## config.mk

```make
export PLATFORM = sky130hd
export DESIGN_NAME = controle_esteira
export DESIGN_NICKNAME = d
export VERILOG_FILES = /design/src/rtl/controle_esteira.sv
export SDC_FILE = /design/constraint.sdc
export NUM_CORES = 1
export LEC_CHECK = 0
export ABC_CLOCK_PERIOD_IN_PS = 1680
export BUFFER_PORTS_ARGS = -buffer_cell sky130_fd_sc_hd__buf_2
export CAP_MARGIN = 10
export CELL_PAD_IN_SITES_DETAIL_PLACEMENT = 0
export CELL_PAD_IN_SITES_GLOBAL_PLACEMENT = 1
export CORE_ASPECT_RATIO = 0.6
export CORE_MARGIN = 2
export CORE_UTILIZATION = 40
export CTS_CLUSTER_SIZE = 28
export DETAILED_ROUTE_END_ITERATION = 10
export GPL_TIMING_DRIVEN = 0
export PLACE_DENSITY = 0.83
export SETUP_SLACK_MARGIN = 0.4
export SLEW_MARGIN = 20
export SYNTH_ARGS = -nofsm -noshare
export SYNTH_HDL_FRONTEND = slang
export SYNTH_SLANG_ARGS = --single-unit
```

## constraint.sdc

```tcl
create_clock -name clk -period 1.68 [get_ports clk]
set_input_delay 0.42 -clock clk [delete_from_list [all_inputs] [get_ports clk]]
set_output_delay 0.42 -clock clk [all_outputs]
set_load 0.01 [all_outputs]
```

## src/rtl/controle_esteira.sv

```systemverilog
// Conveyor sequencing FSM: moves, fills and caps one bottle at a time, counts dozens.
// Optional bottle-sensor debounce filter enabled by defining DEBOUNCE_EN.
module controle_esteira #(
    parameter int MAX_DUZIAS      = 9,
    parameter int FILL_TIMEOUT    = 1000,
    parameter int SEAL_CYCLES     = 50,
    parameter int DEBOUNCE_CYCLES = 8
) (
    input  logic       clk,
    input  logic       reset,
    input  logic       start,
    input  logic       stop,
    input  logic       sensor_garrafa,
    input  logic       sensor_nivel,
    input  logic [3:0] duzias,
    output logic       motor_on,
    output logic       valvula_on,
    output logic       vedacao_on,
    output logic       inc_duzia,
    output logic [3:0] garrafas,
    output logic       lote_cheio,
    output logic       alarme
);

    typedef enum logic [2:0] {IDLE, MOVE, FILL, SEAL, FULL, ERRO} state_t;

    state_t      state_reg, state_next;
    logic [1:0]  garrafa_sync_reg, nivel_sync_reg;
    logic        garrafa_prev_reg;
    logic        garrafa_filt;
    logic        bottle_event;
    logic        nivel;
    logic [15:0] timer_reg, timer_next;
    logic        stop_pend_reg, stop_pend_next;
    logic [3:0]  garrafas_reg, garrafas_next;
    logic        inc_next;
    logic        motor_reg, valvula_reg, vedacao_reg, inc_reg, lote_reg, alarme_reg;

    always_ff @(posedge clk) begin
        if (reset) begin
            garrafa_sync_reg <= 2'b00;
            nivel_sync_reg   <= 2'b00;
            garrafa_prev_reg <= 1'b0;
        end else begin
            garrafa_sync_reg <= {garrafa_sync_reg[0], sensor_garrafa};
            nivel_sync_reg   <= {nivel_sync_reg[0], sensor_nivel};
            garrafa_prev_reg <= garrafa_filt;
        end
    end

`ifdef DEBOUNCE_EN
    logic        filt_reg;
    logic [15:0] deb_cnt_reg;

    // The filtered value flips only after DEBOUNCE_CYCLES consecutive differing samples.
    always_ff @(posedge clk) begin
        if (reset) begin
            filt_reg    <= 1'b0;
            deb_cnt_reg <= 16'd0;
        end else if (garrafa_sync_reg[1] == filt_reg) begin
            deb_cnt_reg <= 16'd0;
        end else if (deb_cnt_reg == 16'(DEBOUNCE_CYCLES - 1)) begin
            filt_reg    <= garrafa_sync_reg[1];
            deb_cnt_reg <= 16'd0;
        end else begin
            deb_cnt_reg <= deb_cnt_reg + 16'd1;
        end
    end

    assign garrafa_filt = filt_reg;
`else
    assign garrafa_filt = garrafa_sync_reg[1];
`endif

    assign bottle_event = garrafa_filt & ~garrafa_prev_reg;
    assign nivel        = nivel_sync_reg[1];

    always_comb begin
        state_next     = state_reg;
        timer_next     = timer_reg;
        stop_pend_next = stop_pend_reg;
        garrafas_next  = garrafas_reg;
        inc_next       = 1'b0;
        case (state_reg)
            IDLE: if (start && !stop) state_next = MOVE;
            MOVE: begin
                if (stop)              state_next = IDLE;
                else if (bottle_event) state_next = FILL;
            end
            FILL: begin
                if (stop) stop_pend_next = 1'b1;
                if (nivel)                                    state_next = SEAL;
                else if (timer_reg == 16'(FILL_TIMEOUT - 1)) state_next = ERRO;
            end
            SEAL: begin
                if (stop) stop_pend_next = 1'b1;
                if (timer_reg == 16'(SEAL_CYCLES - 1)) begin
                    if (garrafas_reg == 4'd11) begin
                        garrafas_next = 4'd0;
                        inc_next      = 1'b1;
                    end else begin
                        garrafas_next = garrafas_reg + 4'd1;
                    end
                    if (garrafas_reg == 4'd11 && duzias == 4'(MAX_DUZIAS)) state_next = FULL;
                    else if (stop_pend_reg || stop)                         state_next = IDLE;
                    else                                                    state_next = MOVE;
                end
            end
            FULL, ERRO: if (start && !stop) state_next = MOVE;
            default: state_next = IDLE;
        endcase
        // The timer restarts on every state change and only runs in FILL and SEAL.
        if (state_next != state_reg)                   timer_next = 16'd0;
        else if (state_reg == FILL || state_reg == SEAL) timer_next = timer_reg + 16'd1;
        else                                             timer_next = 16'd0;
        if (state_next == IDLE) stop_pend_next = 1'b0;
    end

    always_ff @(posedge clk) begin
        if (reset) begin
            state_reg     <= IDLE;
            timer_reg     <= 16'd0;
            stop_pend_reg <= 1'b0;
            garrafas_reg  <= 4'd0;
            motor_reg     <= 1'b0;
            valvula_reg   <= 1'b0;
            vedacao_reg   <= 1'b0;
            inc_reg       <= 1'b0;
            lote_reg      <= 1'b0;
            alarme_reg    <= 1'b0;
        end else begin
            state_reg     <= state_next;
            timer_reg     <= timer_next;
            stop_pend_reg <= stop_pend_next;
            garrafas_reg  <= garrafas_next;
            motor_reg     <= (state_next == MOVE);
            valvula_reg   <= (state_next == FILL);
            vedacao_reg   <= (state_next == SEAL);
            inc_reg       <= inc_next;
            lote_reg      <= (state_next == FULL);
            alarme_reg    <= (state_next == ERRO);
        end
    end

    assign motor_on   = motor_reg;
    assign valvula_on = valvula_reg;
    assign vedacao_on = vedacao_reg;
    assign inc_duzia  = inc_reg;
    assign garrafas   = garrafas_reg;
    assign lote_cheio = lote_reg;
    assign alarme     = alarme_reg;

endmodule

```

After elaboration in Yosys (flattened, before gate mapping)
Index checks and enable logic that the tools add are counted.
{ "word_totals": {"output_inout_bits": 10, "ff_bits": 35} }
{ "classes": {"mux": 11, "add_sub_neg": 2, "n_eq_ne": 15, "reduce_logical": 14, "bitwise_logic": 5} }
{ "ops": {"columns": ["op", "count"], "rows": [
  ["3-bit two-way mux", 7],
  ["16-bit by 1-bit adder with 16-bit output (second input constant)", 1],
  ["16-bit by 10-bit equality test with 1-bit output (second input constant)", 1],
  ["16-bit by 6-bit equality test with 1-bit output (second input constant)", 1],
  ["3-bit by 2-bit equality test with 1-bit output (second input constant)", 4],
  ["3-bit equality test (second input constant)", 4],
  ["3-bit one-hot mux with 4 select lines", 1],
  ["3-bit OR reduction", 3],
  ["4-bit equality test (second input constant)", 2],
  ["3-bit by 1-bit equality test with 1-bit output (second input constant)", 2],
  ["3-bit zero test", 2],
  ["4-bit by 1-bit adder with 4-bit output (second input constant)", 1],
  ["4-bit two-way mux", 1],
  ["1-bit NOT", 4],
  ["2-bit AND reduction", 2],
  ["2-bit OR reduction", 2],
  ["3-bit != test", 1],
  ["1-bit logical AND", 2],
  ["1-bit logical OR", 2],
  ["1-bit two-way mux", 2],
  ["1-bit AND", 1],
  ["1-bit zero test", 1]
]} }

Depth between registers and ports, before layout
Gate-level depths: netlist (run 1).
{ "logic_depth": {"depth_word": 7, "ltp_mapped": 8, "depth_no_buf": 7} }

Least setup slack after synthesis (run 1)
Ideal clock, no wire load.
{ "synth_path": {"kind": "flip-flop to flip-flop", "from": "register garrafas_reg[0], in the netlist garrafas[0]", "to": "register timer_reg[1]", "stages_incl_launch_ff": 8, "required_time_ns": 1.592, "slack_ns": -0.213, "arrival_time_ns": 1.804, "setup_ns": 0.088, "synth_period_minus_slack_ns": 1.893, "n_path_buf": 1, "cell_sequence": "dfxtp_1 ha_1 and3b_4 a2111oi_4 a21oi_1 a211o_1 buf_6 nor4bb_4"} }
{ "synth_between": {"elab_chain_cells": 7} }
{ "synth_lines": {"columns": ["item", "line_no", "text"], "rows": [
  ["from (decl)", "35", "logic [3:0] garrafas_reg, garrafas_next;"],
  ["from (signal assigned)", "135", "garrafas_reg <= garrafas_next;"],
  ["4-bit equality test", "104", "if (garrafas_reg == 4'd11 && duzias == 4'(MAX_DUZIAS)) state_next = FULL;"],
  ["1-bit logical AND", "104", null],
  ["3-bit two-way mux", "104", null],
  ["3-bit two-way mux", "97", "if (timer_reg == 16'(SEAL_CYCLES - 1)) begin"],
  ["3-bit one-hot mux with 4 select lines", "84", "case (state_reg)"],
  ["3-bit != test", "113", "if (state_next != state_reg) timer_next = 16'd0;"],
  ["3-bit OR reduction (no source line)", null, null],
  ["to (signal assigned)", "133", "timer_reg <= timer_next;"],
  ["to (decl)", "33", "logic [15:0] timer_reg, timer_next;"]
]} }
Every way passes these cells.
A chain may end at the register's enable or synchronous reset.

Worst setup path in the final report (run 1)
Ends and elaborated chain as after synthesis.

==> impl_metrics.py, run 1 <==
metrics = {
    "timing": {
        "period_share_pct": 111,
        "relSlewSlack_pct": 65.9,
        "setup_viol": 22,
        "max_freq_mhz": 538,
        "slew_violations": 0,
        "rsz0062_at_grt": "true",
        "hold_slack_ps": 341,
        "fin_ws_ps": -179,
        "finClkSkew_ps": 4.10,
        "hold_viol_final": 0,
        "worstMarginPinSlew_ps": 511,
        "fin_crit_ps": 1860,
    },
    "floorplan": {
        "fp.dieW_um": 87.9,
        "die_h_um": 54.3,
        "die_area_um2": 4770,
        "start_util_pct": 41.4,
        "io_pins": 20,
        "core-area_um2": 4080,
        "std_cell_rows": 18,
    },
    "setup_path": {
        "path_buf_inv": 1,
        "critPathTopFamily": "compound AO/OA/AOI/OAI gates",
        "worst_ep_required_time_ps": 1880,
        "cp_slowest_cell": "dfxtp_4",
        "crit_chain": "ha_4 -> and3b_4 -> a2111oi_4 -> a21oi_2 -> a211o_1 -> buf_6 -> nor4bb_4",
        "worstPathMaxFanout": 6,
        "critPathLaunchType": "flip-flop",
        "rr_startpoint": "garrafas[0]",
        "end_kind": "flip-flop",
        "arrival_ps": 2060,
        "crit_start": "garrafas[0]",
        "critPathKind": "flip-flop to flip-flop",
        "cp_slowest_stage_delay_ps": 350,
    },
    "route": {
        "wl_met1_mm": 1.81,
        "top_layer": "met4",
        "dr_wl_met2_mm": 1.73,
        "drc_errors": 0,
        "wl_per_cell_um": 13.7,
        "via_per_inst": 4.99,
        "wl_met3_um": 166,
        "ant_nets": 0,
        "dr.pass1.iters": 4,
        "vias": 1367,
        "first_iter_violations": 49,
        "routed_wl_mm": 3.75,
    },
    "grt": {
        "grt_antenna_before_repair": 0,
        "grt_pass1_wl_mm": 6.17,
        "grt_max_degree": 11,
        "grt_pass1_vias": 1297,
        "grt_usage_pct": 17.4,
        "gr-total-overflow": 0,
    },
    "pwr": {
        "pwr-share-seq_pct": 55.4,
        "p_sw_share_pct": 23.1,
        "power_switching_mw": 0.350,
        "p_per_area_nw_per_um2": 681,
        "vdd_drop_max_mv": 0.424,
        "p_int_mw": 1.17,
        "power.leakage_nw": 0.855,
        "p_clk_share_pct": 38.6,
        "combPwrFrac_pct": 6.0,
    },
    "cts": {
        "cts.clk_slew.worst_paths_ps": 70,
        "root_buffer": "clkbuf_8",
        "cts_made_buffers": 5,
        "worstSkewPairLatency_ps": 280,
        "h-tree-depth": 2,
        "postCtsHoldBufs": 0,
        "cts_num_sinks": 35,
        "cts_tree": "done",
        "max-clock-path-buffers": 2,
    },
    "logic_synthesis": {
        "yosysSeqAreaShare_pct": 41.5,
        "syn_avg_cell_area_um2": 9.76,
        "ys.flop_type": "dfxtp_1",
        "yosys_warnings": 0,
        "synth_edf_count": 0,
        "async_flop_share_pct": 0,
        "syn_nets": 186,
        "syn_inst": 173,
        "synth.distinct_cells": 49,
        "syn_area_um2": 1690,
        "ys_seq_elements": 35,
    },
    "place": {
        "postPlaceCellArea_um2": 1920,
        "gp_congestion": 0.852,
        "dp_hpwl_mm": 2.63,
        "portBuffers": 19,
    },
    "cells_and_area": {
        "fin_util_pct": 54.7,
        "drive_gt1_share_pct": 38.8,
        "nNetsFinal": 226,
        "nFillCells": 366,
        "largest_reg_flops": 16,
        "layout_common_cells": "26 x dfxtp_1, 18 x buf_2, 12 x nor2_1, 12 x buf_4",
        "syn_to_final_growth_pct": 32.0,
        "final_common_cell": "dfxtp_1",
        "final_cell_area_um2": 2230,
        "diodes": 0,
    },
    "worst_hold_path": {
        "hold_path_startpoint": "sensor_nivel",
        "hp-class": "primary input to flip-flop",
    },
    "outcome": {
        "status": "complete, but fails checks",
        "violations": "negative setup slack",
    },
    "flow_run": {
        "drv_cap": 0,
    },
}
-- cell usage after synthesis (2+ instances only) --
| library cell | number | area, um^2 |
|---|---|---|
| dfxtp_1 | 35 | 701 |
| nor2_1 | 18 | 67.6 |
| a21oi_1 | 9 | 45.0 |
| nand2_1 | 9 | 33.8 |
| nand3_1 | 9 | 45.0 |
| xnor2_1 | 9 | 78.8 |
| nor2b_1 | 8 | 50.1 |
| nand2b_1 | 6 | 37.5 |
| nor3_1 | 6 | 30.0 |
| xor2_1 | 5 | 43.8 |
| inv_1 | 4 | 15.0 |
| and3_1 | 3 | 18.8 |
| and3b_1 | 3 | 26.3 |
| and4b_1 | 3 | 30.0 |
| ha_1 | 3 | 37.5 |
| o21ai_0 | 3 | 15.0 |
| a211oi_1 | 2 | 15.0 |
| and4_1 | 2 | 17.5 |
| and4bb_2 | 2 | 25.0 |
| nand4_1 | 2 | 12.5 |
| nand4_2 | 2 | 25.0 |
| nor3b_1 | 2 | 15.0 |
| nor4_1 | 2 | 12.5 |
-- final cells by class --
class / instances / area (um^2) / share of cell area, %
buffer: 3 / 20.0 / 0.898
inverter: 4 / 15.0 / 0.674
clock inverter: 1 / 5.00 / 0.225
tap: 60 / 75.1 / 3.37
timing repair buffer: 33 / 220 / 9.88
clock buffer: 7 / 76.3 / 3.43
sequential: 35 / 717 / 32.2
multi-input combinational: 131 / 1100 / 49.4
-- path summary, 6_finish.rpt --
kind                                             to  slack, ps  cells after the start
worst max-delay path                   timer_reg[1]       -180                      7
worst min-delay path              nivel_sync_reg[0]        340                      2
worst max register to register         timer_reg[1]       -180                      7
worst min register to register  garrafa_sync_reg[1]        440                      1
-- layer usage --
metal | up-vias | track usage, %
li1 | 698 | -
met1 | 640 | 23.6
met2 | 24 | 28.0
met3 | 5 | 4.52
met4 | 0 | 4.62
met5 | - | 0
-- worst register-to-register path, delay by kind of cell (launching register included) --
family	cells	cell delay, ps
AO/OA/AOI/OAI	3	690
AND/OR/NAND/NOR	2	440
flip-flops	1	350
adder cells (fa/ha/maj)	1	150
buffers and inverters	1	140
-- cells by family after synthesis --
family                     share of synthesized area (%)
and+or+nand+nor                                     34.6
DFF                                                 41.5
AOI/OAI and AO/OA                                   12.3
xor gates and xnor gates                            7.26
buffers and inverters                               2.07
adders and majority gates                           2.22
-- power groups by stage --
| stage | combinational, mW | sequential (mW) | clock, mW |
|---|---|---|---|
| global placement | 0.0765 | 0.862 | 0 |
| finish | 0.0912 | 0.841 | 0.585 |
| floorplan | 0.0512 | 0.862 | 0 |
| global route | 0.0999 | 0.842 | 0.638 |
| detailed placement | 0.0787 | 0.862 | 0 |
| CTS | 0.0905 | 0.841 | 0.593 |
-- what timing repair did --
item                                    CTS  global route
pin swaps                                 4             1
hold endpoints to repair                  0             0
setup buffers                             8             6
endpoints found under the setup margin   32            32
resized for setup                        22             6
-- stage by stage --
| stage | cells | setup slack [ps] | total power, mW | TNS [ps] |
|---|---|---|---|---|
| after floorplan | 173 | -122 | 0.914 | -388 |
| after global placement | 252 | -297 | 0.939 | -2260 |
| after detailed placement | 252 | -314 | 0.941 | -2800 |
| after CTS | 268 | -178 | 1.52 | -2220 |
| after global routing | 274 | -276 | 1.58 | -4830 |
| final | 274 | -179 | 1.52 | -2130 |
No activity file was read; power rests on OpenSTA's default activity.
==> run 2: changes to the inputs <==
--- a/config.mk
+++ b/config.mk
@@ -7,7 +7,7 @@
 export LEC_CHECK = 0
 export ABC_CLOCK_PERIOD_IN_PS = 1680
 export BUFFER_PORTS_ARGS = -buffer_cell sky130_fd_sc_hd__buf_2
-export CAP_MARGIN = 10
+export CAP_MARGIN = 20
 export CELL_PAD_IN_SITES_DETAIL_PLACEMENT = 0
 export CELL_PAD_IN_SITES_GLOBAL_PLACEMENT = 1
 export CORE_ASPECT_RATIO = 0.6
@@ -16,7 +16,7 @@
 export CTS_CLUSTER_SIZE = 28
 export DETAILED_ROUTE_END_ITERATION = 10
 export GPL_TIMING_DRIVEN = 0
-export PLACE_DENSITY = 0.83
+export PLACE_DENSITY = 0.82
 export SETUP_SLACK_MARGIN = 0.4
 export SLEW_MARGIN = 20
 export SYNTH_ARGS = -nofsm -noshare
==> impl_metrics.py, run 2 (same netlist as run 1, synthesis figures left out) <==
metrics = {
    "outcome": {
        "status": "complete, but fails checks",
        "violations": "negative setup slack",
    },
    "route": {
        "routed_wl_mm": 3.80,
        "drc_errors": 0,
        "first_iter_violations": 90,
        "wl_per_cell_um": 14.0,
        "dr.pass1.iters": 4,
        "via_per_inst": 5.14,
        "vias": 1392,
        "ant_nets": 0,
    },
    "timing": {
        "finClkSkew_ps": 6.22,
        "finalSetupTns_ps": -3280,
        "worstMarginPinSlew_ps": 725,
        "setup_viol": 23,
        "slew_violations": 0,
        "relSlewSlack_pct": 51.4,
        "fin_ws_ps": -216,
        "period_share_pct": 113,
        "max_freq_mhz": 527,
        "hold_viol_final": 0,
        "fin_crit_ps": 1900,
        "rsz0062_at_grt": "true",
    },
    "place": {
        "postPlaceCellArea_um2": 1920,
        "gp_congestion": 0.835,
        "portBuffers": 19,
        "dp_hpwl_mm": 2.60,
    },
    "pwr": {
        "power.leakage_nw": 0.851,
        "p_per_area_nw_per_um2": 705,
        "vdd_drop_max_mv": 0.383,
    },
    "grt": {
        "gr-total-overflow": 0,
        "grt_antenna_before_repair": 0,
        "grt_usage_pct": 17.7,
        "grt_pass1_wl_mm": 6.22,
        "grt_pass1_vias": 1283,
        "grt_max_degree": 12,
    },
    "cts": {
        "cts_made_buffers": 5,
        "max-clock-path-buffers": 2,
        "root_buffer": "clkbuf_8",
        "cts_num_sinks": 35,
        "h-tree-depth": 2,
        "worstSkewPairLatency_ps": 280,
        "postCtsHoldBufs": 0,
        "cts_tree": "done",
        "cts.clk_slew.worst_paths_ps": 70,
    },
    "setup_path": {
        "critPathTopFamily": "compound AO/OA/AOI/OAI gates",
        "crit_chain": "ha_4 -> and3b_4 -> a2111oi_4 -> a21oi_2 -> a211o_1 -> buf_6 -> nor4bb_4",
        "cp_slowest_stage_delay_ps": 360,
        "cp_slowest_cell": "dfxtp_4",
        "path_buf_inv": 1,
        "worstPathMaxFanout": 6,
        "critPathKind": "flip-flop to flip-flop",
        "critPathLaunchType": "flip-flop",
        "end_kind": "flip-flop",
        "arrival_ps": 2090,
        "worst_ep_required_time_ps": 1880,
    },
    "cells_and_area": {
        "layout_common_cells": "27 x dfxtp_1, 18 x buf_2, 16 x nor2_1",
        "largest_reg_flops": 16,
        "fin_util_pct": 53.2,
        "drive_gt1_share_pct": 35.1,
        "nFillCells": 349,
        "final_cell_area_um2": 2170,
        "nNetsFinal": 223,
        "final_common_cell": "dfxtp_1",
        "syn_to_final_growth_pct": 28.4,
        "diodes": 0,
    },
    "worst_hold_path": {
        "hp-class": "primary input to flip-flop",
    },
    "floorplan": {
        "start_util_pct": 41.4,
        "die_h_um": 54.3,
        "fp.dieW_um": 87.9,
        "core-area_um2": 4080,
        "std_cell_rows": 18,
        "io_pins": 20,
        "die_area_um2": 4770,
    },
    "flow_run": {
        "drv_cap": 0,
    },
}
-- run 2: area by class of cell --
cell class | count | area, um^2 | area share (%)
multi-input combinational | 131 | 1060 | 48.8
sequential | 35 | 716 | 33.0
timing repair buffer | 30 | 198 | 9.12
tap | 60 | 75.1 | 3.46
clock buffer | 6 | 72.6 | 3.35
buffer | 3 | 20.0 | 0.924
inverter | 4 | 15.0 | 0.693
clock inverter | 2 | 12.5 | 0.577
-- run 2: per-layer routing --
| metal | up-vias | track usage [%] | share of wire [%] |
|---|---|---|---|
| met5 | - | 0 | 0 |
| met1 | 658 | 24.7 | 51 |
| met3 | 4 | 5.73 | 5.0 |
| met4 | 0 | 7.18 | 0.92 |
| met2 | 28 | 25.0 | 43 |
| li1 | 702 | - | - |
-- run 2: what timing repair did --
action / 4_1_cts / 5_1_grt
pin swaps: 4 / 4
endpoints found under the hold margin: 0 / 0
setup endpoints to repair: 32 / 32
setup buffers: 8 / 3
gates resized for setup: 15 / 3
-- run 2: power breakdown --
| group | switching [mW] | internal (mW) | total (mW) |
|---|---|---|---|
| Combinational | 0.0491 | 0.0420 | 0.0911 |
| Sequential | 0.00457 | 0.836 | 0.840 |
| Clock | 0.307 | 0.290 | 0.596 |
-- run 2: path summary, 6_finish.rpt --
kind	endpoint	slack [ps]	cells past startpoint	startpoint
max	timer_reg[1]	-220	7	garrafas[0]
min	nivel_sync_reg[0]	340	2	sensor_nivel
max reg2reg	timer_reg[1]	-220	7	garrafas[0]
min reg2reg	nivel_sync_reg[1]	450	1	nivel_sync_reg[0]
-- run 2: per-stage QoR --
| stage | total power, mW | std cells | setup slack [ps] | hold WS (ps) |
|---|---|---|---|---|
| detailed placement | 0.941 | 252 | -318 | 434 |
| CTS | 1.53 | 268 | -178 | 331 |
| floorplan | 0.914 | 173 | -122 | 414 |
| global route | 1.59 | 271 | -316 | 339 |
| global placement | 0.939 | 252 | -305 | 418 |
| finish | 1.53 | 271 | -216 | 338 |
==> run 3: changes to the inputs <==
--- a/config.mk
+++ b/config.mk
@@ -16,7 +16,7 @@
 export CTS_CLUSTER_SIZE = 28
 export DETAILED_ROUTE_END_ITERATION = 10
 export GPL_TIMING_DRIVEN = 0
-export PLACE_DENSITY = 0.82
+export PLACE_DENSITY_LB_ADDON = 0.3
 export SETUP_SLACK_MARGIN = 0.4
 export SLEW_MARGIN = 20
 export SYNTH_ARGS = -nofsm -noshare
==> impl_metrics.py, run 3 (same netlist as run 1, synthesis figures left out) <==
metrics = {
    "outcome": {
        "status": "complete, but fails checks",
        "violations": "negative setup slack",
    },
    "setup_path": {
        "worst_ep_required_time_ps": 1900,
        "crit_chain": "ha_4 -> and3b_4 -> a2111oi_4 -> a21oi_2 -> a211o_1 -> buf_6 -> nor4bb_4",
        "arrival_ps": 2110,
        "critPathKind": "flip-flop to flip-flop",
        "worstPathMaxFanout": 5,
        "critPathLaunchType": "flip-flop",
        "cp_slowest_cell": "dfxtp_4",
        "end_kind": "flip-flop",
        "cp_slowest_stage_delay_ps": 360,
    },
    "cells_and_area": {
        "final_common_cell": "dfxtp_1",
        "nNetsFinal": 224,
        "fin_util_pct": 54.0,
        "largest_reg_flops": 16,
        "syn_to_final_growth_pct": 30.5,
        "diodes": 0,
        "layout_common_cells": "27 x dfxtp_1, 18 x buf_2, 12 x nor2_1",
        "drive_gt1_share_pct": 37.3,
    },
    "cts": {
        "h-tree-depth": 2,
        "cts_tree": "done",
        "root_buffer": "clkbuf_8",
        "cts_made_buffers": 5,
        "cts.clk_slew.worst_paths_ps": 70,
        "cts_num_sinks": 35,
        "worstSkewPairLatency_ps": 300,
        "max-clock-path-buffers": 2,
    },
    "worst_hold_path": {
        "hp-class": "primary input to flip-flop",
    },
    "route": {
        "routed_wl_mm": 3.89,
        "ant_nets": 0,
        "vias": 1385,
        "dr.pass1.iters": 4,
        "first_iter_violations": 51,
        "wl_per_cell_um": 14.3,
        "via_per_inst": 5.09,
        "drc_errors": 0,
    },
    "timing": {
        "setup_viol": 21,
        "hold_viol_final": 0,
        "finalSetupTns_ps": -2560,
        "fin_ws_ps": -216,
        "relSlewSlack_pct": 51.4,
        "max_freq_mhz": 527,
        "slew_violations": 0,
        "period_share_pct": 113,
        "finClkSkew_ps": 2.82,
        "worstMarginPinSlew_ps": 724,
        "fin_crit_ps": 1900,
        "rsz0062_at_grt": "true",
    },
    "grt": {
        "gr-total-overflow": 0,
        "grt_antenna_before_repair": 0,
        "grt_max_degree": 13,
        "grt_pass1_wl_mm": 6.05,
        "grt_usage_pct": 17.5,
        "grt_pass1_vias": 1281,
    },
    "floorplan": {
        "core-area_um2": 4080,
        "std_cell_rows": 18,
        "io_pins": 20,
        "start_util_pct": 41.4,
        "die_area_um2": 4770,
        "die_h_um": 54.3,
        "fp.dieW_um": 87.9,
    },
    "flow_run": {
        "drv_cap": 0,
    },
    "pwr": {
        "power_mw": 1.55,
        "vdd_drop_max_mv": 0.550,
        "power.leakage_nw": 0.853,
        "p_per_area_nw_per_um2": 703,
    },
    "place": {
        "portBuffers": 19,
        "dp_hpwl_mm": 2.62,
        "gp_congestion": 0.828,
    },
}
==> run 3: cell types whose count changed in the layout (fill, tap and decap cells not counted), sizes merged <==
| cell | before | now |
|---|---|---|
| buf | 32 | 33 |
| clkinvlp | 1 | 2 |
| clkbuf | 7 | 6 |
==> run 3: path summary, 6_finish.rpt <==
| check | startpoint | to | slack [ps] | cells past startpoint |
|---|---|---|---|---|
| min | sensor_garrafa | garrafa_sync_reg[0] | 330 | 2 |
| max | garrafas[1] | timer_reg[1] | -220 | 7 |
| max reg2reg | garrafas[1] | timer_reg[1] | -220 | 7 |
| min reg2reg | garrafa_sync_reg[0] | garrafa_sync_reg[1] | 450 | 1 |
==> run 3: metal layers <==
layer	GRT usage (%)	routed length (um)
met1	24.4	2050
met2	24.7	1600
met3	4.68	170
met4	9.49	70
met5	0	0
==> run 3: cell type report <==
cell class	instances	area, um^2
clock buffers	5	68.8
clock inverters	3	20.0
fillers	372	1870
repair buffers	31	214
plain buffers	3	20.0
inverters	4	15.0
multi-input cells	131	1070
well taps	60	75.1
flip-flops and latches	35	716
==> run 3: per-stage QoR <==
stage                     worst slack [ps]  cell area (um^2)  instances  hold slack [ps]
after floorplan                       -122              1750        173              414
after global placement                -321              1920        252              419
after detailed placement              -324              1920        252              432
after CTS                             -170              2150        269              320
after global routing                  -275              2200        272              356
final                                 -216              2200        272              326
==> run 3: timing repair <==
item	4_1_cts	5_1_grt
hold buffers	0	0
resized for setup	13	8
pin swaps	3	3
setup endpoints to repair	32	32
buffers inserted	9	3
==> run 3: worst max-delay path, delay by kind of cell (launching register included) <==
kind | cells | cell delay [ps]
and+or+nand+nor | 2 | 430
buffers and inverters | 1 | 150
adders and majority gates | 1 | 150
DFF | 1 | 360
AOI/OAI and AO/OA | 3 | 730
==> run 3: power breakdown <==
group	leakage (nW)	total, mW	switching (mW)	internal [mW]
clock	0.0402	0.619	0.331	0.288
combinational	0.525	0.0892	0.0499	0.0393
sequential	0.288	0.840	0.00460	0.835
